## src/rtl/tick_div_pkg.sv

```systemverilog
// tick_div_pkg: shared widths, reset divisors, FSM states and divisor helper for the tick cascade.
package tick_div_pkg;
   localparam int DEF_CNT_W = 8;
   localparam int DEF_NUM_STAGES = 3;
   localparam logic [DEF_NUM_STAGES*DEF_CNT_W-1:0] DEF_DIV_VEC = {8'd10, 8'd10, 8'd100};
   typedef enum logic {ST_RUN, ST_DONE} state_e;
   // A divisor of zero behaves like one so a stage can never stall.
   function automatic logic [31:0] div_eff(input logic [31:0] d);
      return (d == 32'd0) ? 32'd1 : d;
   endfunction
endpackage

```

## src/rtl/tick_cascade_divider_if.sv

```systemverilog
// tick_cascade_divider_if: strobe, control and readback bundle of the tick cascade divider.
interface tick_cascade_divider_if import tick_div_pkg::*; #(
   parameter int NUM_STAGES = DEF_NUM_STAGES,
   parameter int CNT_W = DEF_CNT_W
);
   logic tick_in;
   logic enable;
   logic clear;
   logic load;
   logic one_shot;
   logic [NUM_STAGES*CNT_W-1:0] div_in;
   logic [NUM_STAGES-1:0] tick_out;
   logic [NUM_STAGES*CNT_W-1:0] count_out;
   logic done;
   modport master(output tick_in, enable, clear, load, one_shot, div_in, input tick_out, count_out, done);
   modport slave(input tick_in, enable, clear, load, one_shot, div_in, output tick_out, count_out, done);
endinterface

```

## src/rtl/tick_div_stage.sv

```systemverilog
// tick_div_stage: one divide-by-N counter with terminal compare and a registered output strobe.
module tick_div_stage import tick_div_pkg::*; #(
   parameter int CNT_W = DEF_CNT_W
) (
   input  logic             clk,
   input  logic             reset,
   input  logic             flush,
   input  logic             strobe_i,
   input  logic [CNT_W-1:0] div_i,
   output logic [CNT_W-1:0] cnt_o,
   output logic             tick_o
);
   logic [CNT_W-1:0] cnt_q, cnt_d, div_e;
   logic tick_q, tick_d, term;
   always_comb begin
      div_e = CNT_W'(div_eff(32'(div_i)));
      term = cnt_q == div_e - CNT_W'(1);
      tick_d = strobe_i & term & ~flush;
      cnt_d = flush ? '0 : strobe_i ? (term ? '0 : cnt_q + CNT_W'(1)) : cnt_q;
   end
   always_ff @(posedge clk) begin
      if (reset) begin
         cnt_q <= '0;
         tick_q <= 1'b0;
      end else begin
         cnt_q <= cnt_d;
         tick_q <= tick_d;
      end
   end
   assign cnt_o = cnt_q;
   assign tick_o = tick_q;
endmodule

```

## src/rtl/tick_cascade_divider.sv

```systemverilog
// tick_cascade_divider: chain of runtime-loadable divide-by-N stages turning an input strobe into slower strobes.
module tick_cascade_divider import tick_div_pkg::*; #(
   parameter int NUM_STAGES = DEF_NUM_STAGES,
   parameter int CNT_W = DEF_CNT_W,
   parameter logic [NUM_STAGES*CNT_W-1:0] DEF_DIV = DEF_DIV_VEC
) (
   input logic clk,
   input logic reset,
   tick_cascade_divider_if.slave bus
);
   localparam int L = (NUM_STAGES-1)*CNT_W;
   logic [NUM_STAGES*CNT_W-1:0] div_q;
   logic [NUM_STAGES-1:0] strobe, tick;
   logic flush, fire_last;
   state_e state_q;
   assign flush = bus.load | bus.clear;
   // Last stage reaches terminal this cycle, so done rises together with its strobe.
   assign fire_last = strobe[NUM_STAGES-1] &
      (bus.count_out[L +: CNT_W] == CNT_W'(div_eff(32'(div_q[L +: CNT_W])) - 32'd1));
   always_ff @(posedge clk) begin
      if (reset) begin
         div_q <= DEF_DIV;
         state_q <= ST_RUN;
      end else begin
         div_q <= bus.load ? bus.div_in : div_q;
         if (flush) state_q <= ST_RUN;
         else if (state_q == ST_RUN && bus.one_shot && fire_last) state_q <= ST_DONE;
      end
   end
   for (genvar i = 0; i < NUM_STAGES; i++) begin : g_stage
      if (i == 0) begin : g_first
         assign strobe[i] = bus.tick_in & bus.enable & (state_q != ST_DONE);
      end else begin : g_next
         assign strobe[i] = tick[i-1];
      end
      tick_div_stage #(.CNT_W(CNT_W)) u_stage (
         .clk(clk),
         .reset(reset),
         .flush(flush),
         .strobe_i(strobe[i]),
         .div_i(div_q[i*CNT_W +: CNT_W]),
         .cnt_o(bus.count_out[i*CNT_W +: CNT_W]),
         .tick_o(tick[i])
      );
   end
   assign bus.tick_out = tick;
   assign bus.done = state_q == ST_DONE;
endmodule

```

## src/flat_wrapper.sv

```systemverilog
// flat-port wrapper written by rule: the top's interface ports become plain ports
module tick_cascade_divider_flat import tick_div_pkg::*;
#(
   parameter int NUM_STAGES = DEF_NUM_STAGES,
   parameter int CNT_W = DEF_CNT_W,
   parameter logic [NUM_STAGES*CNT_W-1:0] DEF_DIV = DEF_DIV_VEC
)
  (clk, reset, bus_tick_in, bus_enable, bus_clear, bus_load, bus_one_shot, bus_div_in, bus_tick_out, bus_count_out, bus_done);
  tick_cascade_divider_if #(.NUM_STAGES(NUM_STAGES), .CNT_W(CNT_W)) bus_i ();
  input logic clk;
  input logic reset;
  input wire logic [$bits(bus_i.tick_in)-1:0] bus_tick_in;
  input wire logic [$bits(bus_i.enable)-1:0] bus_enable;
  input wire logic [$bits(bus_i.clear)-1:0] bus_clear;
  input wire logic [$bits(bus_i.load)-1:0] bus_load;
  input wire logic [$bits(bus_i.one_shot)-1:0] bus_one_shot;
  input wire logic [$bits(bus_i.div_in)-1:0] bus_div_in;
  output wire logic [$bits(bus_i.tick_out)-1:0] bus_tick_out;
  output wire logic [$bits(bus_i.count_out)-1:0] bus_count_out;
  output wire logic [$bits(bus_i.done)-1:0] bus_done;
  assign bus_i.tick_in = bus_tick_in;
  assign bus_i.enable = bus_enable;
  assign bus_i.clear = bus_clear;
  assign bus_i.load = bus_load;
  assign bus_i.one_shot = bus_one_shot;
  assign bus_i.div_in = bus_div_in;
  assign bus_tick_out = bus_i.tick_out;
  assign bus_count_out = bus_i.count_out;
  assign bus_done = bus_i.done;
  tick_cascade_divider #(.NUM_STAGES(NUM_STAGES), .CNT_W(CNT_W), .DEF_DIV(DEF_DIV)) u_core (.clk(clk), .reset(reset), .bus(bus_i));
endmodule
```

## config.mk

```make
export PLATFORM = sky130hd
export DESIGN_NAME = tick_cascade_divider_flat
export DESIGN_NICKNAME = d
export VERILOG_FILES = /design/src/rtl/tick_div_pkg.sv /design/src/rtl/tick_cascade_divider_if.sv /design/src/rtl/tick_div_stage.sv /design/src/rtl/tick_cascade_divider.sv /design/src/flat_wrapper.sv
export SDC_FILE = /design/constraint.sdc
export NUM_CORES = 1
export LEC_CHECK = 0
export CELL_PAD_IN_SITES_DETAIL_PLACEMENT = 1
export CELL_PAD_IN_SITES_GLOBAL_PLACEMENT = 2
export CORE_UTILIZATION = 28
export CTS_BUF_LIST = sky130_fd_sc_hd__clkbuf_4
export DETAILED_ROUTE_END_ITERATION = 10
export GPL_ROUTABILITY_DRIVEN = 0
export GPL_TIMING_DRIVEN = 0
export PLACE_DENSITY_LB_ADDON = 0.12
export RECOVER_POWER = 100
export SLEW_MARGIN = 20
export SYNTH_ARGS = -nofsm -noshare
export SYNTH_HDL_FRONTEND = slang
export SYNTH_SLANG_ARGS = --single-unit
```

## constraint.sdc

```tcl
create_clock -name clk -period 2.3 [get_ports clk]
set_clock_uncertainty 0.2 [all_clocks]
set_input_delay 0.23 -clock clk [delete_from_list [all_inputs] [get_ports clk]]
set_output_delay 0.23 -clock clk [all_outputs]
set_load 0.05 [all_outputs]
```

; Word-level counts from Yosys, hierarchy flattened
; Index checks and enable logic that the tools add are counted.
[op_classes]
add_sub_neg = 7
mul = 0
div_mod_pow = 0
order_cmp = 0
eq_ne = 4
shifts = 0
mux = 6
bitwise = 12
reduce_logical = 6
[op_table]
columns = operator, count
row1 = 8-bit two-way mux, 6
row2 = 8-bit == test, 4
row3 = 8-bit by 1-bit subtractor with 8-bit output (second input constant), 4
row4 = 8-bit by 1-bit adder with 8-bit output (second input constant), 3
row5 = 8-bit zero test, 3
row6 = 1-bit AND, 9
row7 = 1-bit logical AND, 2
row8 = 1-bit inverter, 2
row9 = 2-bit OR reduction, 1
row10 = 1-bit OR, 1
[word_totals]
regBits = 52
latch_bits = 0
ramBits = 0
rom_bits = 0
input_bits = 31
output_inout_bits = 28
wordCells = 43
mem_count = 0

; Depth between registers and ports, before layout
; Gate-level depths: netlist of run 1.
[depth]
ltp_word = 6
depth_mapped = 10
mapped_depth_nobuf = 9

; By module
; Synthesis of run 1 repeated with hierarchy kept, for this count alone.
[hier_totals]
hier_cells = 378
area_unflattened_um2 = 3415.8
[by_module_without_submodules]
columns = module, n_inst, cells_per_inst, area_each_um2, seq_area_each_um2
row1 = tick_div_stage, 3, 86, 755.7, 180.2
row2 = tick_cascade_divider, 1, 120, 1148.6, 500.5

; Least setup slack after synthesis of run 1
; No wires, ideal clock.
[synth_timing]
path_kind = reg-to-reg
start = reg u_core.div_q[20]
end = reg u_core.state_q, in the netlist u_core.bus.done
setup_ns = 0.063
arrival_time_ns = 2.258
required_ns = 2.037
slack_ns = -0.221
stages_incl_launch_ff = 9
n_path_buf = 0
period_less_slack_ns = 2.521
path_cell_list = dfxtp_1 > nor4_1 > a31oi_1 > ha_1 > nor2b_1 > o311ai_0 > o221ai_1 > nor2_1 > a32o_1
[synth_between]
elab_chain_cells = 6
[synth_rtl]
columns = element, line
row1 = from (decl), tick_cascade_divider.sv:12  ; logic [NUM_STAGES*CNT_W-1:0] div_q;
row2 = from (signal assigned), tick_cascade_divider.sv:25  ; div_q <= bus.load ? bus.div_in : div_q;
row3 = 8-bit zero test, tick_div_pkg.sv:9  ; return (d == 32'd0) ? 32'd1 : d;
row4 = 8-bit two-way mux *, tick_div_pkg.sv:9
row5 = 8-bit by 1-bit subtractor with 8-bit output *, tick_cascade_divider.sv:19  ; (bus.count_out[L +: CNT_W] == CNT_W'(div_eff(32'(div_q[L +: CNT_W])) - 32'd1));
row6 = 8-bit == test *, tick_cascade_divider.sv:19
row7 = 1-bit AND *, tick_cascade_divider.sv:18  ; assign fire_last = strobe[NUM_STAGES-1] &
row8 = 1-bit logical AND *, tick_cascade_divider.sv:27  ; else if (state_q == ST_RUN && bus.one_shot && fire_last) state_q <= ST_DONE;
row9 = to (signal assigned), tick_cascade_divider.sv:23  ; state_q <= ST_RUN;
row10 = to (signal assigned), tick_cascade_divider.sv:26  ; if (flush) state_q <= ST_RUN;
row11 = to (signal assigned), tick_cascade_divider.sv:27
row12 = to (decl), tick_cascade_divider.sv:15  ; state_e state_q;
; Mark *: on every way between the ends. The rest lies on a longest branch, timed or not.
; A chain may end at the register's enable or synchronous reset.

; Final worst setup path of run 1
[layout_timing]
start = reg u_core.div_q[10]
end = reg u_core.g_stage[1].u_stage.cnt_q[6]
[layout_between]
elab_chain_cells = 5
[layout_rtl]
columns = element, line
row1 = 8-bit zero test, tick_div_pkg.sv:9
row2 = 8-bit two-way mux *, tick_div_pkg.sv:9
row3 = 8-bit by 1-bit subtractor with 8-bit output *, tick_div_stage.sv:17  ; term = cnt_q == div_e - CNT_W'(1);
row4 = 8-bit == test *, tick_div_stage.sv:17
row5 = 8-bit two-way mux *, tick_div_stage.sv:19  ; cnt_d = flush ? '0 : strobe_i ? (term ? '0 : cnt_q + CNT_W'(1)) : cnt_q;
row6 = to (signal assigned), tick_div_stage.sv:26  ; cnt_q <= cnt_d;
row7 = to (decl), tick_div_stage.sv:13  ; logic [CNT_W-1:0] cnt_q, cnt_d, div_e;
; Marked as above.

==> impl_metrics.toml, run 1 <==
[outcome]
outcome = "finished with violations"
violations = "negative setup slack"

[floorplanning]
ios = 59
core-area_sq_um = 10280
initial_core_util_pct = 28.73
row_count = 37
die-area_sq_um = 10960
die_w_microns = 104.7
die-height_microns = 104.7

[synth]
synth_edf_count = 0
synthMuxAreaShare_pct = 8.136
synthCells = 347
synth_top_family_by_area = "simple AND/OR/NAND/NOR gates"
synth_xor_xnor_area_share_pct = 10.38
ys_async_sr_fraction_pct = 0
synth_cell_types = 50
yosys.area_share.simple_pct = 27.46
synth_nets = 384
synth_top_flop_cell = "dfxtp_1"
seq_area_frac_synth_pct = 35.25
synth_compound_area_share_pct = 12.16
syn_area_per_cell_sq_um = 8.510
synth_area_sq_um = 2953
yosys.area_share.adder_pct = 2.542
ys_warn_count = 0
synth_seq_cells = 52

[grt]
grt_max_degree = 17
grt_overflow = 0
grt_usage_pct = 17.68
antenna_found_initial = 0
grt_pass1_wl_mm = 15.43
grt_pass1_vias = 2987

[timing]
fin_crit_sh_pct = 110.7
tightest_slew_ns = 0.8109
finalMaxSlewViolations = 0
rsz0062_at_grt = "yes"
max_clock_freq_mhz = 392.7
finalSetupViolCount = 28
hold_viol_final = 0
relSlewSlack_pct = 45.53
whs_ns = 0.2111
fin_ws_ns = -0.2467
min_period_ns = 2.547

[drt]
drt_iter0_drc = 43
vias = 2887
totalWireLength_mm = 9.801
vias_per_cell = 5.021
postRouteAntennaNets = 0
drc_errors = 0
wl_per_cell_microns = 17.05
dr.pass1.iters = 4

[worst_setup_path]
cp.arrival_ns = 2.59
cpPeakStageDelay_ns = 0.45
path_cells = "nor4_4 -> a31oi_4 -> ha_4 -> xnor2_4 -> a21oi_2 -> o2111ai_4 -> nor4b_4 -> a211oi_1"
cp_max_fo = 4
endpoint_kind = "flop"
slowest_stage = "nor4b_4"
cp_top_family = "simple AND/OR/NAND/NOR gates"
worst-path-buf-inv = 0
worstPathRequired_ns = 2.35
worstSetupStartpointType = "flop"
critical_path_class = "reg2reg"

[finish]
syn_to_final_growth_pct = 51.53
seq_area_sq_um = 1082
diodes = 0
drive_above_1_share_pct = 26.65
multiInputGateArea_sq_um = 2235
final_nets = 475
final.fill_count = 1184

[power_and_ir_drop]
swShare_pct = 26.22
p_seq_share_pct = 45.2
internal_power_w = 0.001586
p_total_w = 0.002150
p_comb_share_pct = 18.8
p_clk_share_pct = 36.0
leakage_nw = 1.609
power_density_nw_per_um2 = 480.6
irDropWorstVdd_mv = 0.2695
switching_power_w = 0.0005637

[clock_tree]
clkSlewWorstSetupHoldPaths_ns = 0.18
clock-sinks = 52
clockBufferDepth = 2
cts_tree = "yes"
insertion_delay_ns = 0.39
numCtsBuffers = 5
cts-root-buf = "clkbuf_4"
h-tree-depth = 2

[worst_hold_path]
hold_path.class = "in2reg"

[placed_design]
dp_hpwl_mm = 6.551
dpl_worst_slack_ns = -0.4092
numPortBuffers = 57

[flow_run]
drv_cap = 0
flip-flops by register name, indices dropped and copies added, names as in the netlist:
name and count:
u_core.g_stage.u_stage.cnt_o 24, u_core.bus.done 1, u_core.g_stage.u_stage.tick_o 3, u_core.div_q 24
per-stage QoR:
stage / instances / area [sq um] / TNS, ns / util, %
final: 575 / 4474 / -3.757 / 43.54
after global routing: 575 / 4474 / -6.984 / 43.54
after CTS: 563 / 4207 / -2.947 / 40.93
after detailed placement: 540 / 3760 / -8.529 / 36.58
after global placement: 540 / 3760 / -7.763 / 36.58
after floorplan: 347 / 3019 / -0.3638 / -
area by class of cell:
type	instances	share of cell area (%)
Multi-Input combinational cell	269	49.94
Buffer	17	1.678
Timing Repair Buffer	84	16.78
Inverter	9	0.7550
Tap cell	136	3.803
Clock buffer	5	0.8389
Clock inverter	3	2.013
Sequential cell	52	24.19
synthesized netlist by cell type (3+ instances only):
master | instances | area [sq um]
o211ai_1 | 4 | 30.03
nor3_1 | 14 | 70.07
nor4_1 | 10 | 62.56
o21ai_0 | 10 | 50.05
inv_1 | 9 | 33.78
clkbuf_1 | 13 | 48.80
or2_2 | 3 | 18.77
nor2_1 | 28 | 105.1
a31oi_1 | 7 | 43.79
dfxtp_1 | 52 | 1041
a21oi_1 | 10 | 50.05
a211oi_1 | 7 | 52.55
buf_4 | 3 | 22.52
nand2b_1 | 9 | 56.30
nand3_1 | 19 | 95.09
nand2_1 | 30 | 112.6
ha_1 | 6 | 75.07
xnor2_1 | 24 | 210.2
xor2_1 | 11 | 96.34
nand3b_1 | 3 | 22.52
nand4_1 | 3 | 18.77
nor2b_1 | 8 | 50.05
mux2i_1 | 24 | 240.2
and3_1 | 6 | 37.54
cell families after synthesis:
kind of cell | Yosys count
xor+xnor | 35
fa+ha+maj | 6
simple gates | 149
flops | 52
compound gates | 54
buf+inv | 27
mux | 24
worst reg2reg max path, cell delays in order (launching register included):
cell and delay, ns:
dfxtp_4 0.40, nor4_4 0.34, a31oi_4 0.15, ha_4 0.28, xnor2_4 0.13, a21oi_2 0.16, o2111ai_4 0.18, nor4b_4 0.45
a211oi_1 0.13
cell usage in the layout, fill, tap and decap left out, drive strengths merged, types with 3 or more instances in the layout:
| cell | synthesis | routed |
|---|---|---|
| clkdlybuf4s50 | 0 | 39 |
| nor2 | 29 | 29 |
| nand3 | 19 | 19 |
| xnor2 | 24 | 24 |
| nand2b | 9 | 9 |
| dlygate4sd3 | 0 | 13 |
| bufinv | 0 | 3 |
| buf | 5 | 29 |
| o21ai | 10 | 10 |
| xor2 | 11 | 11 |
| nor2b | 8 | 8 |
| nand3b | 3 | 3 |
| nand2 | 30 | 30 |
| and3 | 6 | 6 |
| a21oi | 10 | 10 |
| or2 | 3 | 3 |
| mux2i | 24 | 24 |
| ha | 6 | 6 |
| dfxtp | 52 | 52 |
| nand4 | 4 | 5 |
| o211ai | 5 | 5 |
| nor4 | 12 | 12 |
| clkbuf | 13 | 24 |
| inv | 9 | 9 |
| nor3 | 15 | 15 |
| a211oi | 7 | 7 |
| a31oi | 7 | 7 |
path summary, 6_finish.rpt:
path / slack, ns / cells after the start / to / startpoint
min: 0.21 / 3 / u_core.div_q[1]$_SDFFE_PP0P_ / bus_load
max reg2reg: -0.25 / 8 / u_core.g_stage[1].u_stage.cnt_o[6]$_SDFFE_PP0P_ / u_core.div_q[10]$_SDFFE_PP0P_
min reg2reg: 0.34 / 2 / u_core.div_q[19]$_SDFFE_PP1P_ / u_core.div_q[19]$_SDFFE_PP1P_
max: -0.25 / 8 / u_core.g_stage[1].u_stage.cnt_o[6]$_SDFFE_PP0P_ / u_core.div_q[10]$_SDFFE_PP0P_
timing repair:
item	4_1_cts	5_1_grt
gates cloned	1	0
pin swaps	20	26
setup endpoints to repair	29	30
hold buffers	0	0
gates resized for setup	45	48
buffers inserted	14	13
power groups by stage:
stage / clock network, W / logic, W / registers, W
floorplan: 0 / 0.000174 / 0.000976
global placement: 0 / 0.000263 / 0.000988
detailed placement: 0 / 0.000267 / 0.000988
CTS: 0.000800 / 0.000336 / 0.000971
global route: 0.000835 / 0.000437 / 0.000977
finish: 0.000775 / 0.000404 / 0.000971
metal layers:
| layer | wire, microns | global-route usage, % | vias to the layer above |
|---|---|---|---|
| li1 | - | - | 1431 |
| met1 | 4498 | 22.50 | 1402 |
| met2 | 4965 | 30.98 | 45 |
| met3 | 215 | 2.620 | 9 |
| met4 | 123 | 4.728 | 0 |
| met5 | 0 | 0 | - |
Note: power is estimated with default switching activity, not from simulation.
==> inputs of run 2 (changes only) <==
--- a/config.mk
+++ b/config.mk
@@ -18,3 +18,4 @@
 export SYNTH_ARGS = -nofsm -noshare
 export SYNTH_HDL_FRONTEND = slang
 export SYNTH_SLANG_ARGS = --single-unit
+export TNS_END_PERCENT = 5
==> run 2 against run 1 <==
Clock power is 40% lower. Final cell count is 3.3% lower. Setup slack better by 0.072 ns. Non-clock buffer count is 19 lower. Design area is 9.0% lower. The flow finishes with violations (design-rule violations, negative setup slack). Critical endpoint is now u_core.g_stage[1].u_stage.cnt_o[3]$_SDFFE_PP0P_. Register-to-register slack better by 0.07 ns. Core utilization is 3.9 points lower. Sequential power is 0.4% higher.
==> impl_metrics.toml, run 2 (synthesized netlist as in run 1, its figures left out) <==
[finish]
diodes = 0
drive_above_1_share_pct = 17.62
final_util_pct = 39.63
layout_commonest_cell = "clkdlybuf4s50_1"
final_nets = 456
final_area_sq_um = 4073
mostFrequentLayoutCells = "41 x clkdlybuf4s50_1, 36 x dfxtp_1, 30 x nand2_1, 27 x nor2_1, 24 x mux2i_1"
syn_to_final_growth_pct = 37.92

[floorplanning]
initial_core_util_pct = 28.73
core-area_sq_um = 10280
row_count = 37
die-height_microns = 104.7
die-area_sq_um = 10960
die_w_microns = 104.7
ios = 59

[clock_tree]
cts_tree = "yes"
clockBufferDepth = 2
cts-root-buf = "clkbuf_4"
h-tree-depth = 2
numCtsBuffers = 5
clkSlewWorstSetupHoldPaths_ns = 0.17
insertion_delay_ns = 0.38
hold_buffers = 0
clock-sinks = 52

[grt]
grt_usage_pct = 16.80
grt_overflow = 0
grt_max_degree = 19
grt_pass1_vias = 2845
grt_pass1_wl_mm = 14.73
antenna_found_initial = 0

[outcome]
outcome = "finished with violations"
violations = "design-rule violations, negative setup slack"

[worst_setup_path]
worstSetupStartpointType = "flop"
worstPathRequired_ns = 2.37
rrSetupSlack_ns = -0.17
worstRegToRegCells = 9
r2r-end = "u_core.g_stage[1].u_stage.cnt_o[3]$_SDFFE_PP0P_"
critical_path_class = "reg2reg"
rr_startpoint = "u_core.div_q[11]$_SDFFE_PP1P_"
endpoint_kind = "flop"
cp_max_fo = 4
cp.arrival_ns = 2.54

[timing]
relSlewSlack_pct = 39.05
finalMaxSlewViolations = 0
fin_ws_ns = -0.1743
fin_crit_sh_pct = 107.6
tightest_slew_ns = 0.9073
setup-tns-final_ns = -2.937
hold_viol_final = 0
finalSetupViolCount = 26
max_clock_freq_mhz = 404.2
rsz0062_at_grt = "yes"
min_period_ns = 2.474

[power_and_ir_drop]
irDropWorstVdd_mv = 0.2153
leakage_nw = 1.443
p_total_w = 0.001763
power_density_nw_per_um2 = 432.8

[drt]
totalWireLength_mm = 9.099
postRouteAntennaNets = 0
dr.pass1.iters = 7
drt_iter0_drc = 54
vias = 2789
drc_errors = 2
wl_per_cell_microns = 16.37
vias_per_cell = 5.016

[placed_design]
placed_cell_area_sq_um = 3735
numPortBuffers = 57
dp_hpwl_mm = 6.647

[flow_run]
drv_cap = 0

[worst_hold_path]
hold_path.class = "in2reg"
hold_depth = 3
hold_end = "u_core.div_q[1]$_SDFFE_PP0P_"
hold_start = "bus_load"
run 2: changes by cell type in the layout (fill, tap and decap cells not counted), moves of 3 or more:
cell	previous run	this run
xnor2_1	19	22
nor3_1	9	12
a211oi_1	4	7
bufinv_16	3	0
a211oi_2	3	0
dfxtp_4	8	3
buf_4	27	10
dfxtp_2	9	13
nor3_2	5	2
o21ai_0	5	8
run 2: report_power, final:
group	internal (W)	switching, W	leakage (nW)	total, W
registers	0.000929	0.0000459	0.427	0.000975
clock network	0.000129	0.000339	0.0333	0.000468
logic	0.000162	0.000157	0.983	0.000319
total	0.00122	0.000542	1.44	0.00176
run 2: worst max-delay path: stages, from the launching register on:
cell	delay, ns
dfxtp_4	0.40
nor4_4	0.30
a31oi_2	0.14
ha_1	0.30
xnor2_1	0.14
a21oi_2	0.16
o2111ai_4	0.17
buf_4	0.20
nor4_4	0.27
nor3_1	0.08
run 2: layout make-up:
| cell class | instances | area (sq um) |
|---|---|---|
| fillers | 1246 | 6205 |
| multi-input cells | 269 | 2039 |
| flip-flops and latches | 52 | 1069 |
| repair buffers | 64 | 609.3 |
| well taps | 136 | 170.2 |
| plain buffers | 18 | 86.33 |
| clock buffers | 5 | 37.54 |
| inverters | 9 | 33.78 |
| clock inverters | 3 | 27.53 |
run 2: worst max-delay path by stage:
| stage | start | endpoint | slack [ns] | depth (start not counted) |
|---|---|---|---|---|
| after floorplan | u_core.div_q[13]$_SDFFE_PP0P_ | u_core.g_stage[1].u_stage.tick_o$_SDFF_PP0_ | -0.09 | 8 |
| after global placement | u_core.div_q[20]$_SDFFE_PP0P_ | u_core.g_stage[2].u_stage.cnt_o[4]$_SDFFE_PP0P_ | -0.49 | 8 |
| after detailed placement | u_core.div_q[18]$_SDFFE_PP0P_ | u_core.g_stage[2].u_stage.cnt_o[4]$_SDFFE_PP0P_ | -0.53 | 8 |
| after CTS | u_core.div_q[11]$_SDFFE_PP1P_ | u_core.g_stage[1].u_stage.tick_o$_SDFF_PP0_ | -0.23 | 8 |
| after global routing | u_core.div_q[11]$_SDFFE_PP1P_ | u_core.g_stage[1].u_stage.tick_o$_SDFF_PP0_ | -0.38 | 8 |
| final | u_core.div_q[11]$_SDFFE_PP1P_ | u_core.g_stage[1].u_stage.cnt_o[3]$_SDFFE_PP0P_ | -0.17 | 9 |
run 2: stage by stage:
stage                     setup WS [ns]  std cells  hold WS [ns]
after floorplan                -0.09091        347        0.1583
after global placement          -0.4859        540        0.2957
after detailed placement        -0.5302        540        0.3101
after CTS                       -0.2268        555        0.2160
after global routing            -0.3767        556        0.2200
final                           -0.1743        556        0.2099
run 2: layer usage:
layer / up-vias / track usage [%] / part of all wire (%)
met5: - / 0 / 0
met4: 0 / 3.722 / 1.1
met3: 8 / 2.183 / 1.9
met2: 39 / 28.67 / 48
met1: 1354 / 22.49 / 49
li1: 1388 / - / -
run 2: repair_timing:
| action | 4_1_cts | 5_1_grt |
|---|---|---|
| endpoints found under the setup margin | 29 | 30 |
| buffers inserted | 6 | 1 |
| gates resized for setup | 35 | 19 |
| gates cloned | 1 | 0 |
| pin swaps | 15 | 10 |
==> inputs of run 3 (changes only) <==
--- a/config.mk
+++ b/config.mk
@@ -7,7 +7,7 @@
 export LEC_CHECK = 0
 export CELL_PAD_IN_SITES_DETAIL_PLACEMENT = 1
 export CELL_PAD_IN_SITES_GLOBAL_PLACEMENT = 2
-export CORE_UTILIZATION = 28
+export CORE_UTILIZATION = 30
 export CTS_BUF_LIST = sky130_fd_sc_hd__clkbuf_4
 export DETAILED_ROUTE_END_ITERATION = 10
 export GPL_ROUTABILITY_DRIVEN = 0
@@ -17,5 +17,6 @@
 export SLEW_MARGIN = 20
 export SYNTH_ARGS = -nofsm -noshare
 export SYNTH_HDL_FRONTEND = slang
+export SYNTH_HIERARCHICAL = 1
 export SYNTH_SLANG_ARGS = --single-unit
 export TNS_END_PERCENT = 5
==> run 3 against run 2 <==
Critical path depth stayed put. Worst hold slack worse by 0.17 ns. Clock power is 6.6% lower. Design area is 16% higher. The run ends with negative setup slack left. Core utilization is 3.5 points higher. Register-to-register slack better by 0.09 ns. Count of clock-buffer cells in the layout stayed put. Power is 4.8% higher. Final cell count is 11% higher. Sequential share of layout area is 2.8 points lower. Sequential power is 0.7% lower.
==> impl_metrics.toml, run 3 <==
[grt]
antenna_found_initial = 0
grt_max_degree = 16
grt_usage_pct = 17.53
grt_pass1_wl_mm = 15.81
grt_pass1_vias = 3091
grt_overflow = 0

[worst_setup_path]
endpoint = "u_core/g_stage[1].u_stage/cnt_o[4]$_SDFFE_PP0P_"
startpoint = "u_core/div_q[13]$_SDFFE_PP0P_"
r2r-end = "u_core/g_stage[1].u_stage/cnt_o[4]$_SDFFE_PP0P_"
worstPathRequired_ns = 2.40
rr_startpoint = "u_core/div_q[13]$_SDFFE_PP0P_"
worstSetupStartpointType = "flop"
slowest_stage = "dfxtp_4"
rrSetupSlack_ns = -0.08
cp.arrival_ns = 2.48
cpPeakStageDelay_ns = 0.39
worstRegToRegCells = 9
critical_path_class = "reg2reg"
path_cells = "nor3_4 -> a31oi_4 -> ha_4 -> or2b_1 -> o211ai_1 -> o211a_1 -> o2111ai_4 -> nor2_4 -> a211oi_2"
endpoint_kind = "flop"
cp_max_fo = 5

[synth]
seq_area_frac_synth_pct = 30.48
synth_cell_types = 45
yosysTopAreaCell = "dfxtp_1"
yosys-top-cells-area = "dfxtp_1 30%, xnor2_1 8.2%, mux2i_1 6.7%"
synth_area_sq_um = 3416
synth_nets = 416
yosysTopAreaCellShare_pct = 30.48
synth_most_common_cell = "dfxtp_1"
syn_area_per_cell_sq_um = 9.036
synth_edf_count = 0
synth_top_flop_cell = "dfxtp_1"
synthTopCellsByCount = "52 x dfxtp_1, 40 x nor2_1, 32 x xnor2_1"
synthCells = 378
ys_warn_count = 6
ys_async_sr_fraction_pct = 0
synth_seq_cells = 52

[flow_run]
drv_cap = 0

[clock_tree]
clockBufferDepth = 2
clkSlewWorstSetupHoldPaths_ns = 0.16
insertion_delay_ns = 0.41
hold_buffers = 0
cts-root-buf = "clkbuf_4"
numCtsBuffers = 5
clock-sinks = 52
h-tree-depth = 2
cts_tree = "yes"

[finish]
final_util_pct = 43.11
layout_commonest_cell = "clkdlybuf4s50_1"
final_area_sq_um = 4735
mostFrequentLayoutCells = "53 x clkdlybuf4s50_1, 40 x nor2_1, 34 x buf_4, 32 x xnor2_1"
syn_to_final_growth_pct = 38.61
diodes = 0
drive_above_1_share_pct = 25.42
final_nets = 513
final_cell_count_no_fill = 616

[timing]
whs_ns = 0.04174
fin_crit_sh_pct = 103.6
fin_ws_ns = -0.08288
max_clock_freq_mhz = 419.7
finalMaxSlewViolations = 0
min_period_ns = 2.383
hold_viol_final = 0
rsz0062_at_grt = "yes"
tightest_slew_ns = 0.5647
finalSetupViolCount = 22
relSlewSlack_pct = 62.35

[drt]
vias_per_cell = 4.994
dr.pass1.iters = 4
drc_errors = 0
drt_iter0_drc = 92
postRouteAntennaNets = 0
vias = 3076
wl_per_cell_microns = 16.34
totalWireLength_mm = 10.06

[placed_design]
dp_hpwl_mm = 7.223
place_inst = 575
placed_cell_area_sq_um = 4239
numPortBuffers = 57

[floorplanning]
die-height_microns = 108.7
initial_core_util_pct = 31.10
die-area_sq_um = 11820
ios = 59
die_w_microns = 108.7
row_count = 38
core-area_sq_um = 10980

[outcome]
violations = "negative setup slack"
outcome = "finished with violations"

[power_and_ir_drop]
leakage_nw = 1.619
irDropWorstVdd_mv = 0.2142
power_density_nw_per_um2 = 390.1

[worst_hold_path]
hold_path.class = "in2reg"
run 3: cell count changes after synthesis, moves of 5 or more:
cell / previous run / this run
a21oi_1: 10 / 15
nor2_1: 28 / 40
o21ai_0: 10 / 4
a211oi_1: 7 / 0
and3_1: 6 / 0
nand2b_1: 9 / 3
nand4_1: 3 / 10
xnor2_1: 24 / 32
nor3_1: 14 / 8
a211oi_2: 0 / 15
nand3_1: 19 / 14
xor2_1: 11 / 18
run 3: how the worst min path moves through the flow:
stage | depth (start not counted) | from | slack, ns | end
2_1_floorplan | 2 | bus_div_in[19] | 0.16 | u_core/div_q[19]$_SDFFE_PP1P_
3_3_place_gp | 2 | u_core/bus.done$_SDFFE_PP0P_ | 0.35 | u_core/bus.done$_SDFFE_PP0P_
3_5_place_dp | 2 | u_core/div_q[11]$_SDFFE_PP1P_ | 0.36 | u_core/div_q[11]$_SDFFE_PP1P_
4_1_cts | 3 | bus_load | 0.02 | u_core/div_q[7]$_SDFFE_PP0P_
5_1_grt | 3 | bus_load | 0.03 | u_core/div_q[8]$_SDFFE_PP0P_
6_report | 3 | bus_load | 0.04 | u_core/div_q[7]$_SDFFE_PP0P_
run 3: metal layers:
metal,track usage (%),wire length (microns)
met1,22.59,4734
met2,29.52,4936
met3,3.885,294
met4,4.344,98
met5,0,0
run 3: what timing repair did:
item,in CTS,in global routing
setup endpoints to repair,30,30
resized for setup,33,19
hold endpoints to repair,0,0
pin swaps,11,31
buffers inserted,5,28
run 3: power by group:
group | total [W] | internal [W] | leakage (nW) | switching [W]
Clock | 0.000437 | 0.000113 | 0.0324 | 0.000324
Combinational | 0.000441 | 0.000227 | 1.15 | 0.000214
Sequential | 0.000968 | 0.000922 | 0.432 | 0.0000463
run 3: cell type report:
cell class	count	area, sq um
plain buffers	19	82.58
clock buffers	5	37.54
flip-flops and latches	52	1107
repair buffers	90	833.3
multi-input cells	298	2451
well taps	140	175.2
clock inverters	3	13.76
fillers	1278	6248
inverters	9	33.78
run 3: worst max-delay path, delay by kind of cell (launching register included):
| kind | cells | cell delay (ns) |
|---|---|---|
| and+or+nand+nor | 3 | 0.74 |
| DFF | 1 | 0.39 |
| adders and majority gates | 1 | 0.20 |
| AOI/OAI and AO/OA | 5 | 0.74 |
run 3: cells by family after synthesis:
family / after synthesis / share of synthesized area (%)
AO/OA/AOI/OAI: 75 / 20.15
XOR/XNOR: 50 / 12.82
adder cells (fa/ha/maj): 7 / 2.564
buffers and inverters: 28 / 3.406
flip-flops: 52 / 30.48
multiplexers: 23 / 6.740
AND/OR/NAND/NOR: 143 / 23.85
run 3: metrics by stage:
stage	power, W	setup WS (ns)	TNS, ns
final	0.001847	-0.08288	-1.018
after global routing	0.001952	-0.1750	-3.364
after CTS	0.001822	-0.07974	-1.098
after detailed placement	0.001350	-0.3309	-7.592
after global placement	0.001338	-0.2881	-6.331
after floorplan	0.001232	-0.03866	-0.4371
